`src/rtl/multicycle_pkg.sv`:
```
// Shared constants and types for the multi-cycle MIPS control FSM.
// Optional memory wait states are enabled by MULTICYCLE_MEM_WAIT_EN.
package multicycle_pkg;

  localparam logic [5:0] OP_RTYPE = 6'd0;
  localparam logic [5:0] OP_J     = 6'd2;
  localparam logic [5:0] OP_JAL   = 6'd3;
  localparam logic [5:0] OP_BEQ   = 6'd4;
  localparam logic [5:0] OP_ADDI  = 6'd8;
  localparam logic [5:0] OP_SLTI  = 6'd10;
  localparam logic [5:0] OP_LW    = 6'd35;
  localparam logic [5:0] OP_SW    = 6'd43;
  localparam logic [5:0] FUNCT_JR = 6'd8;

  localparam logic [2:0] ALU_RTYPE = 3'd0;
  localparam logic [2:0] ALU_ADDI  = 3'd1;
  localparam logic [2:0] ALU_SLTI  = 3'd2;
  localparam logic [2:0] ALU_SUB   = 3'd3;
  localparam logic [2:0] ALU_ADD   = 3'd4;

  localparam logic [1:0] DST_RT  = 2'd0;
  localparam logic [1:0] DST_RD  = 2'd1;
  localparam logic [1:0] DST_RA  = 2'd2;
  localparam logic [1:0] WB_ALU  = 2'd0;
  localparam logic [1:0] WB_MDR  = 2'd1;
  localparam logic [1:0] WB_PC   = 2'd2;
  localparam logic [1:0] SRCB_RT = 2'd0;
  localparam logic [1:0] SRCB_4  = 2'd1;
  localparam logic [1:0] SRCB_IMM = 2'd2;
  localparam logic [1:0] SRCB_BR = 2'd3;
  localparam logic [1:0] PC_ALU  = 2'd0;
  localparam logic [1:0] PC_OUT  = 2'd1;
  localparam logic [1:0] PC_JMP  = 2'd2;
  localparam logic [1:0] PC_RS   = 2'd3;

  typedef enum logic [3:0] {
    S_FETCH    = 4'd0,
    S_DECODE   = 4'd1,
    S_MEM_ADDR = 4'd2,
    S_MEM_RD   = 4'd3,
    S_MEM_WB   = 4'd4,
    S_MEM_WR   = 4'd5,
    S_R_EXEC   = 4'd6,
    S_R_WB     = 4'd7,
    S_BRANCH   = 4'd8,
    S_JUMP     = 4'd9,
    S_I_EXEC   = 4'd10,
    S_I_WB     = 4'd11,
    S_JAL      = 4'd12,
    S_JR       = 4'd13
  } state_e;

  typedef struct packed {
    logic       pc_write;
    logic       pc_write_cond;
    logic       iord;
    logic       mem_read;
    logic       mem_write;
    logic       ir_write;
    logic [1:0] reg_dst;
    logic [1:0] mem_to_reg;
    logic       reg_write;
    logic       alu_src_a;
    logic [1:0] alu_src_b;
    logic [2:0] alu_op;
    logic [1:0] pc_source;
  } ctrl_t;

endpackage

```
`src/rtl/multicycle_ctrl_if.sv`:
```
// Control bundle between the FSM (master) and the datapath (slave).
// mem_ready_i exists only with MULTICYCLE_MEM_WAIT_EN.
interface multicycle_ctrl_if #(
  parameter int OP_W = 6,
  parameter int ST_W = 4
);
  logic [OP_W-1:0] instr_op_i;
  logic [OP_W-1:0] funct_i;
`ifdef MULTICYCLE_MEM_WAIT_EN
  logic            mem_ready_i;
`endif
  logic            PCWrite_o;
  logic            PCWriteCond_o;
  logic            IorD_o;
  logic            MemRead_o;
  logic            MemWrite_o;
  logic            IRWrite_o;
  logic [1:0]      RegDst_o;
  logic [1:0]      MemtoReg_o;
  logic            RegWrite_o;
  logic            ALUSrcA_o;
  logic [1:0]      ALUSrcB_o;
  logic [2:0]      ALUOp_o;
  logic [1:0]      PCSource_o;
  logic [ST_W-1:0] state_o;
  logic            illegal_o;

  modport master (
`ifdef MULTICYCLE_MEM_WAIT_EN
    input  mem_ready_i,
`endif
    input  instr_op_i, funct_i,
    output PCWrite_o, PCWriteCond_o, IorD_o,
    output MemRead_o, MemWrite_o, IRWrite_o,
    output RegDst_o, MemtoReg_o, RegWrite_o,
    output ALUSrcA_o, ALUSrcB_o, ALUOp_o,
    output PCSource_o, state_o, illegal_o
  );

  modport slave (
`ifdef MULTICYCLE_MEM_WAIT_EN
    output mem_ready_i,
`endif
    output instr_op_i, funct_i,
    input  PCWrite_o, PCWriteCond_o, IorD_o,
    input  MemRead_o, MemWrite_o, IRWrite_o,
    input  RegDst_o, MemtoReg_o, RegWrite_o,
    input  ALUSrcA_o, ALUSrcB_o, ALUOp_o,
    input  PCSource_o, state_o, illegal_o
  );
endinterface

```
`src/rtl/multicycle_ctrl_decode.sv`:
```
// State-to-control-word decoder for the multi-cycle control FSM.
// With MULTICYCLE_MEM_WAIT_EN, fetch-side PC/IR loads wait on memory.
module multicycle_ctrl_decode
  import multicycle_pkg::*;
#(
  parameter int OP_W = 6
) (
  input  state_e          state_i,
  input  logic [OP_W-1:0] op_i,
`ifdef MULTICYCLE_MEM_WAIT_EN
  input  logic            mem_ready_i,
`endif
  output ctrl_t           cw_o
);

  logic fetch_go;
`ifdef MULTICYCLE_MEM_WAIT_EN
  assign fetch_go = mem_ready_i;
`else
  assign fetch_go = 1'b1;
`endif

  always_comb begin
    cw_o = '0;
    unique case (state_i)
      S_FETCH: begin
        cw_o.mem_read  = 1'b1;
        cw_o.ir_write  = fetch_go;
        cw_o.alu_src_b = SRCB_4;
        cw_o.alu_op    = ALU_ADD;
        cw_o.pc_write  = fetch_go;
        cw_o.pc_source = PC_ALU;
      end
      S_DECODE: begin
        cw_o.alu_src_b = SRCB_BR;
        cw_o.alu_op    = ALU_ADD;
      end
      S_MEM_ADDR: begin
        cw_o.alu_src_a = 1'b1;
        cw_o.alu_src_b = SRCB_IMM;
        cw_o.alu_op    = ALU_ADD;
      end
      S_MEM_RD: begin
        cw_o.mem_read = 1'b1;
        cw_o.iord     = 1'b1;
      end
      S_MEM_WB: begin
        cw_o.reg_write  = 1'b1;
        cw_o.reg_dst    = DST_RT;
        cw_o.mem_to_reg = WB_MDR;
      end
      S_MEM_WR: begin
        cw_o.mem_write = 1'b1;
        cw_o.iord      = 1'b1;
      end
      S_R_EXEC: begin
        cw_o.alu_src_a = 1'b1;
        cw_o.alu_src_b = SRCB_RT;
        cw_o.alu_op    = ALU_RTYPE;
      end
      S_R_WB: begin
        cw_o.reg_write  = 1'b1;
        cw_o.reg_dst    = DST_RD;
        cw_o.mem_to_reg = WB_ALU;
      end
      S_BRANCH: begin
        cw_o.alu_src_a     = 1'b1;
        cw_o.alu_src_b     = SRCB_RT;
        cw_o.alu_op        = ALU_SUB;
        cw_o.pc_write_cond = 1'b1;
        cw_o.pc_source     = PC_OUT;
      end
      S_JUMP: begin
        cw_o.pc_write  = 1'b1;
        cw_o.pc_source = PC_JMP;
      end
      S_I_EXEC: begin
        cw_o.alu_src_a = 1'b1;
        cw_o.alu_src_b = SRCB_IMM;
        cw_o.alu_op    = (op_i == OP_SLTI) ? ALU_SLTI : ALU_ADDI;
      end
      S_I_WB: begin
        cw_o.reg_write  = 1'b1;
        cw_o.reg_dst    = DST_RT;
        cw_o.mem_to_reg = WB_ALU;
      end
      // PC already holds PC+4, so it is the link value.
      S_JAL: begin
        cw_o.reg_write  = 1'b1;
        cw_o.reg_dst    = DST_RA;
        cw_o.mem_to_reg = WB_PC;
        cw_o.pc_write   = 1'b1;
        cw_o.pc_source  = PC_JMP;
      end
      S_JR: begin
        cw_o.pc_write  = 1'b1;
        cw_o.pc_source = PC_RS;
      end
      default: cw_o = '0;
    endcase
  end

endmodule

```
`src/rtl/multicycle_ctrl.sv`:
```
// Main control FSM for the multi-cycle MIPS datapath.
// Optional memory wait states: define MULTICYCLE_MEM_WAIT_EN.
module multicycle_ctrl
  import multicycle_pkg::*;
#(
  parameter int OP_W = 6,
  parameter int ST_W = 4
) (
  input logic                clk_i,
  input logic                rst_i,
  multicycle_ctrl_if.master  bus
);

  state_e          state_q, state_d;
  logic            illegal;
  logic            mem_go;
  ctrl_t           cw, cw_g;
  logic [OP_W-1:0] op, fn;

  assign op = bus.instr_op_i;
  assign fn = bus.funct_i;

`ifdef MULTICYCLE_MEM_WAIT_EN
  assign mem_go = bus.mem_ready_i;
`else
  assign mem_go = 1'b1;
`endif

  always_comb begin
    state_d = S_FETCH;
    illegal = 1'b0;
    unique case (state_q)
      S_FETCH:  state_d = mem_go ? S_DECODE : S_FETCH;
      S_DECODE: begin
        unique case (1'b1)
          (op == OP_RTYPE) && (fn == FUNCT_JR): state_d = S_JR;
          (op == OP_RTYPE) && (fn != FUNCT_JR): state_d = S_R_EXEC;
          (op == OP_LW) || (op == OP_SW):       state_d = S_MEM_ADDR;
          (op == OP_BEQ):                       state_d = S_BRANCH;
          (op == OP_ADDI) || (op == OP_SLTI):   state_d = S_I_EXEC;
          (op == OP_J):                         state_d = S_JUMP;
          (op == OP_JAL):                       state_d = S_JAL;
          default:                              illegal = 1'b1;
        endcase
      end
      S_MEM_ADDR: state_d = (op == OP_LW) ? S_MEM_RD : S_MEM_WR;
      S_MEM_RD:   state_d = mem_go ? S_MEM_WB : S_MEM_RD;
      S_MEM_WR:   state_d = mem_go ? S_FETCH : S_MEM_WR;
      S_R_EXEC:   state_d = S_R_WB;
      S_I_EXEC:   state_d = S_I_WB;
      default:    state_d = S_FETCH;
    endcase
  end

  always_ff @(posedge clk_i) begin
    if (rst_i) state_q <= S_FETCH;
    else       state_q <= state_d;
  end

  multicycle_ctrl_decode #(.OP_W(OP_W)) u_decode (
    .state_i     (state_q),
    .op_i        (op),
`ifdef MULTICYCLE_MEM_WAIT_EN
    .mem_ready_i (bus.mem_ready_i),
`endif
    .cw_o        (cw)
  );

  // Reset silences every strobe, aborting any in-flight instruction.
  assign cw_g = rst_i ? '0 : cw;

  assign bus.PCWrite_o     = cw_g.pc_write;
  assign bus.PCWriteCond_o = cw_g.pc_write_cond;
  assign bus.IorD_o        = cw_g.iord;
  assign bus.MemRead_o     = cw_g.mem_read;
  assign bus.MemWrite_o    = cw_g.mem_write;
  assign bus.IRWrite_o     = cw_g.ir_write;
  assign bus.RegDst_o      = cw_g.reg_dst;
  assign bus.MemtoReg_o    = cw_g.mem_to_reg;
  assign bus.RegWrite_o    = cw_g.reg_write;
  assign bus.ALUSrcA_o     = cw_g.alu_src_a;
  assign bus.ALUSrcB_o     = cw_g.alu_src_b;
  assign bus.ALUOp_o       = cw_g.alu_op;
  assign bus.PCSource_o    = cw_g.pc_source;
  assign bus.state_o       = rst_i ? '0 : ST_W'(state_q);
  assign bus.illegal_o     = illegal && !rst_i;

endmodule

```
`src/flat_wrapper.sv`:
```
// flat-port wrapper written by rule: the top's interface ports become plain ports
module multicycle_ctrl_flat import multicycle_pkg::*;
#(
  parameter int OP_W = 6,
  parameter int ST_W = 4
)
  (clk_i, rst_i, bus_instr_op_i, bus_funct_i, bus_PCWrite_o, bus_PCWriteCond_o, bus_IorD_o, bus_MemRead_o, bus_MemWrite_o, bus_IRWrite_o, bus_RegDst_o, bus_MemtoReg_o, bus_RegWrite_o, bus_ALUSrcA_o, bus_ALUSrcB_o, bus_ALUOp_o, bus_PCSource_o, bus_state_o, bus_illegal_o);
  multicycle_ctrl_if #(.OP_W(OP_W), .ST_W(ST_W)) bus_i ();
  input logic clk_i;
  input logic rst_i;
  input wire logic [$bits(bus_i.instr_op_i)-1:0] bus_instr_op_i;
  input wire logic [$bits(bus_i.funct_i)-1:0] bus_funct_i;
  output wire logic [$bits(bus_i.PCWrite_o)-1:0] bus_PCWrite_o;
  output wire logic [$bits(bus_i.PCWriteCond_o)-1:0] bus_PCWriteCond_o;
  output wire logic [$bits(bus_i.IorD_o)-1:0] bus_IorD_o;
  output wire logic [$bits(bus_i.MemRead_o)-1:0] bus_MemRead_o;
  output wire logic [$bits(bus_i.MemWrite_o)-1:0] bus_MemWrite_o;
  output wire logic [$bits(bus_i.IRWrite_o)-1:0] bus_IRWrite_o;
  output wire logic [$bits(bus_i.RegDst_o)-1:0] bus_RegDst_o;
  output wire logic [$bits(bus_i.MemtoReg_o)-1:0] bus_MemtoReg_o;
  output wire logic [$bits(bus_i.RegWrite_o)-1:0] bus_RegWrite_o;
  output wire logic [$bits(bus_i.ALUSrcA_o)-1:0] bus_ALUSrcA_o;
  output wire logic [$bits(bus_i.ALUSrcB_o)-1:0] bus_ALUSrcB_o;
  output wire logic [$bits(bus_i.ALUOp_o)-1:0] bus_ALUOp_o;
  output wire logic [$bits(bus_i.PCSource_o)-1:0] bus_PCSource_o;
  output wire logic [$bits(bus_i.state_o)-1:0] bus_state_o;
  output wire logic [$bits(bus_i.illegal_o)-1:0] bus_illegal_o;
  assign bus_i.instr_op_i = bus_instr_op_i;
  assign bus_i.funct_i = bus_funct_i;
  assign bus_PCWrite_o = bus_i.PCWrite_o;
  assign bus_PCWriteCond_o = bus_i.PCWriteCond_o;
  assign bus_IorD_o = bus_i.IorD_o;
  assign bus_MemRead_o = bus_i.MemRead_o;
  assign bus_MemWrite_o = bus_i.MemWrite_o;
  assign bus_IRWrite_o = bus_i.IRWrite_o;
  assign bus_RegDst_o = bus_i.RegDst_o;
  assign bus_MemtoReg_o = bus_i.MemtoReg_o;
  assign bus_RegWrite_o = bus_i.RegWrite_o;
  assign bus_ALUSrcA_o = bus_i.ALUSrcA_o;
  assign bus_ALUSrcB_o = bus_i.ALUSrcB_o;
  assign bus_ALUOp_o = bus_i.ALUOp_o;
  assign bus_PCSource_o = bus_i.PCSource_o;
  assign bus_state_o = bus_i.state_o;
  assign bus_illegal_o = bus_i.illegal_o;
  multicycle_ctrl #(.OP_W(OP_W), .ST_W(ST_W)) u_core (.clk_i(clk_i), .rst_i(rst_i), .bus(bus_i));
endmodule
```
`config.mk`:
```
export PLATFORM = sky130hd
export DESIGN_NAME = multicycle_ctrl_flat
export DESIGN_NICKNAME = d
export VERILOG_FILES = /design/src/rtl/multicycle_pkg.sv /design/src/rtl/multicycle_ctrl_if.sv /design/src/rtl/multicycle_ctrl_decode.sv /design/src/rtl/multicycle_ctrl.sv /design/src/flat_wrapper.sv
export SDC_FILE = /design/constraint.sdc
export NUM_CORES = 1
export LEC_CHECK = 0
export CELL_PAD_IN_SITES_DETAIL_PLACEMENT = 2
export CELL_PAD_IN_SITES_GLOBAL_PLACEMENT = 2
export CORE_MARGIN = 10
export CORE_UTILIZATION = 17
export DETAILED_ROUTE_END_ITERATION = 10
export GPL_ROUTABILITY_DRIVEN = 0
export GPL_TIMING_DRIVEN = 0
export PLACE_DENSITY_LB_ADDON = 0.3
export SYNTH_ARGS = -nofsm -noshare
export SYNTH_HDL_FRONTEND = slang
export SYNTH_SLANG_ARGS = --single-unit
```
`constraint.sdc`:
```
create_clock -name clk_i -period 2.1 [get_ports clk_i]
set_input_delay 0.42 -clock clk_i [delete_from_list [all_inputs] [get_ports clk_i]]
set_output_delay 0.42 -clock clk_i [all_outputs]
set_load 0.05 [all_outputs]
```
==> flow_summary.toml <==
[status]
status = "complete, but fails checks"
violations = "setup timing"

[critical_path]
crit_chain = "buf_6, or3_4, or3_4, nor2_4, o311a_4, buf_8"
critPathMaxStageDelay_ns = 0.37
crit_family = "simple AND/OR/NAND/NOR gates"
critPathRequiredTime_ns = 1.68
worst_ep_arrival_time_ns = 1.76
crit_buf_inv = 2
critPathMostFrequentCell = "or3_4"
crit_path_max_fanout = 4
end_kind = "output pin"
critPathSlowestCell = "or3_4"
path_class = "reg2out"
start_kind = "register"

[power]
power.leakage_nw = 0.471
power_density_nw_per_um2 = 361
irDropWorstVdd_mv = 0.414

[yosys]
muxShareOfSynthArea_pct = 0
syn_area_um2 = 629
synth_top_family_by_area = "simple AND/OR/NAND/NOR gates"
yosysUniqueCellTypes = 36
synth_compound_area_share_pct = 22.5
synth_xor_area_share_pct = 6.96
ys_warn_count = 0
yosysTopAreaCellShare_pct = 12.7
yosys.area_share.simple_pct = 46.9
synth_fa_ha_area_share_pct = 1.59
synth-seq-cells = 4
syn-num-nets = 109
yosysTopAreaCell = "dfxtp_1"
synth.avg_cell_area_um2 = 6.62
seq_area_frac_synth_pct = 12.7
netlist_top_cells_area = "dfxtp_1, nor2_1, nor3_1"
syn_inst = 95

[cells_and_area]
final_common_cell = "nor2_1"
top_regs = "u_core.state_q (4)"
drive_above_1_share_pct = 38.4
largest-register = "u_core.state_q"
utilization_pct = 31.9
n_antenna_cell = 0
mostFrequentLayoutCells = "nor2_1, buf_2, dlygate4sd2_1, clkdlybuf4s15_2, nand2_1"
design_area_um2 = 1160
area_delta_synth_final_pct = 84.3
largest_register_ffs = 4
fillers = 437
nets = 154

[floorplan]
die-area_um2 = 6540
coreArea_um2 = 3630
die_h_um = 80.8
num_io_pins = 38
initial_core_util_pct = 17.3
dieWidth_um = 80.8
rows = 22

[global_route]
grt_max_degree = 11
grt_pass1_wl_um = 5020
grt_pass1_vias = 1012
grt.total_usage_pct = 9.48
grt_overflow_total = 0
grt_antenna_before_repair = 0

[clocking]
clock_path_buffers = 2
cts_tree = "done"
path_clk_slew_ns = 0.03
cts_hold_buf = 0
clock-sinks = 4
root_buffer = "clkbuf_8"
clkLatencyLatePin_ns = 0.22
cts_htree_levels = 1
cts_buffers = 3

[routing]
wl_per_cell_um = 16.2
drtAntennaViolNets = 0
drt-total-wl_um = 3010
first_iter_violations = 8
num_vias = 885
avgViaCountPerCell = 4.76
drc = 0
dr.pass1.iters = 4

[sta]
min_period_over_period_pct = 104
tightest_slew_ns = 0.572
finalSetupViolCount = 1
slew_violations = 0
max_freq_mhz = 458
clock_skew_ns = 0.00246
finalHoldViolations = 0
rsz0062_at_grt = "yes"
maxSlewHeadroom_pct = 61.3
fin_ws_ns = -0.0836
fin_crit_ns = 2.18

[place]
postPlaceCellArea_um2 = 1090
portBuffers = 36
place_hpwl_um = 2350

[hold_path]
holdCritPathClass = "reg2reg"

[job]
maxCapViolCount = 0
-- cell families after synthesis --
logic type	count (synthesis)
buffers and inverters	12
adder cells (fa/ha/maj)	1
AND/OR/NAND/NOR	52
AO/OA/AOI/OAI	21
flip-flops	4
XOR/XNOR	5
-- layer usage --
| metal | vias to the layer above | track usage, % | routed length (um) |
|---|---|---|---|
| met4 | 0 | 1.38 | 10 |
| met1 | 427 | 10.2 | 1300 |
| met3 | 2 | 3.64 | 227 |
| li1 | 428 | - | - |
| met5 | - | 0 | 0 |
| met2 | 28 | 17.4 | 1480 |
-- path summary, 6_finish.rpt --
check | endpoint | slack, ns | startpoint | cells after the start
min reg2reg | u_core.state_q[1]$_SDFF_PP0_ | 0.68 | u_core.state_q[1]$_SDFF_PP0_ | 2
max reg2reg | u_core.state_q[2]$_SDFF_PP0_ | 0.56 | u_core.state_q[2]$_SDFF_PP0_ | 5
max | bus_illegal_o | -0.08 | u_core.state_q[2]$_SDFF_PP0_ | 6
min | u_core.state_q[1]$_SDFF_PP0_ | 0.68 | u_core.state_q[1]$_SDFF_PP0_ | 2
-- synthesized netlist by cell type --
cell and n:
and2b_1 1, a31oi_1 3, xnor2_1 3, nor4b_1 1
inv_1 4, nand3_1 2, buf_2 2, maj3_1 1
a2111oi_0 1, a21oi_1 7, nand2b_1 3, nor3b_1 2
o31ai_1 1, nor4b_2 1, nor4b_4 1, nand2_1 7
clkbuf_1 4, buf_4 1, nor2b_1 3, a2111oi_1 1
nor2_1 17, nor3_1 8, or3_4 1, nor3_2 1
or4_1 1, o32a_1 1, and3_1 1, o21bai_1 1
dfxtp_1 4, xor2_1 2, a41oi_1 1, buf_6 1
a22oi_1 2, o21ai_0 2, or3_1 2, o311a_1 1
-- timing repair --
action / 4_1_cts / 5_1_grt
gates resized for setup: 94 / 20
buffers inserted: 4 / 0
setup endpoints to repair: 24 / 16
pin swaps: 3 / 1
-- tightest hold or removal path: stages (launching register included) --
cell and delay (ns):
dfxtp_2 0.39, or3_4 0.17, o21bai_1 0.07
-- report_power, final --
group / internal, mW / switching, mW / leakage, nW
Clock: 0.122 / 0.0425 / 0.0216
Combinational: 0.0623 / 0.110 / 0.416
Sequential: 0.0788 / 0.00212 / 0.0331
Total: 0.264 / 0.155 / 0.471
-- stage by stage --
step	power (mW)	hold WS [ns]	worst slack, ns	std cells	TNS (ns)
floorplan	0.182	0.564	-0.191	95	-0.584
global placement	0.251	0.643	-1.11	179	-13.98
detailed placement	0.253	0.688	-1.11	179	-14.28
CTS	0.427	0.698	-0.148	186	-0.218
global route	0.444	0.708	-0.127	186	-0.127
finish	0.418	0.680	-0.0836	186	-0.0836
-- final cells by class --
cell class	instances	area [um2]	area share, %
multi-input cells	79	573	49.4
repair buffers	40	338	29.1
flip-flops and latches	4	81.3	7.01
well taps	48	60.1	5.18
plain buffers	8	51.3	4.42
clock buffers	3	41.3	3.56
inverters	4	15.0	1.29
No activity file was read; power rests on OpenSTA's default activity.
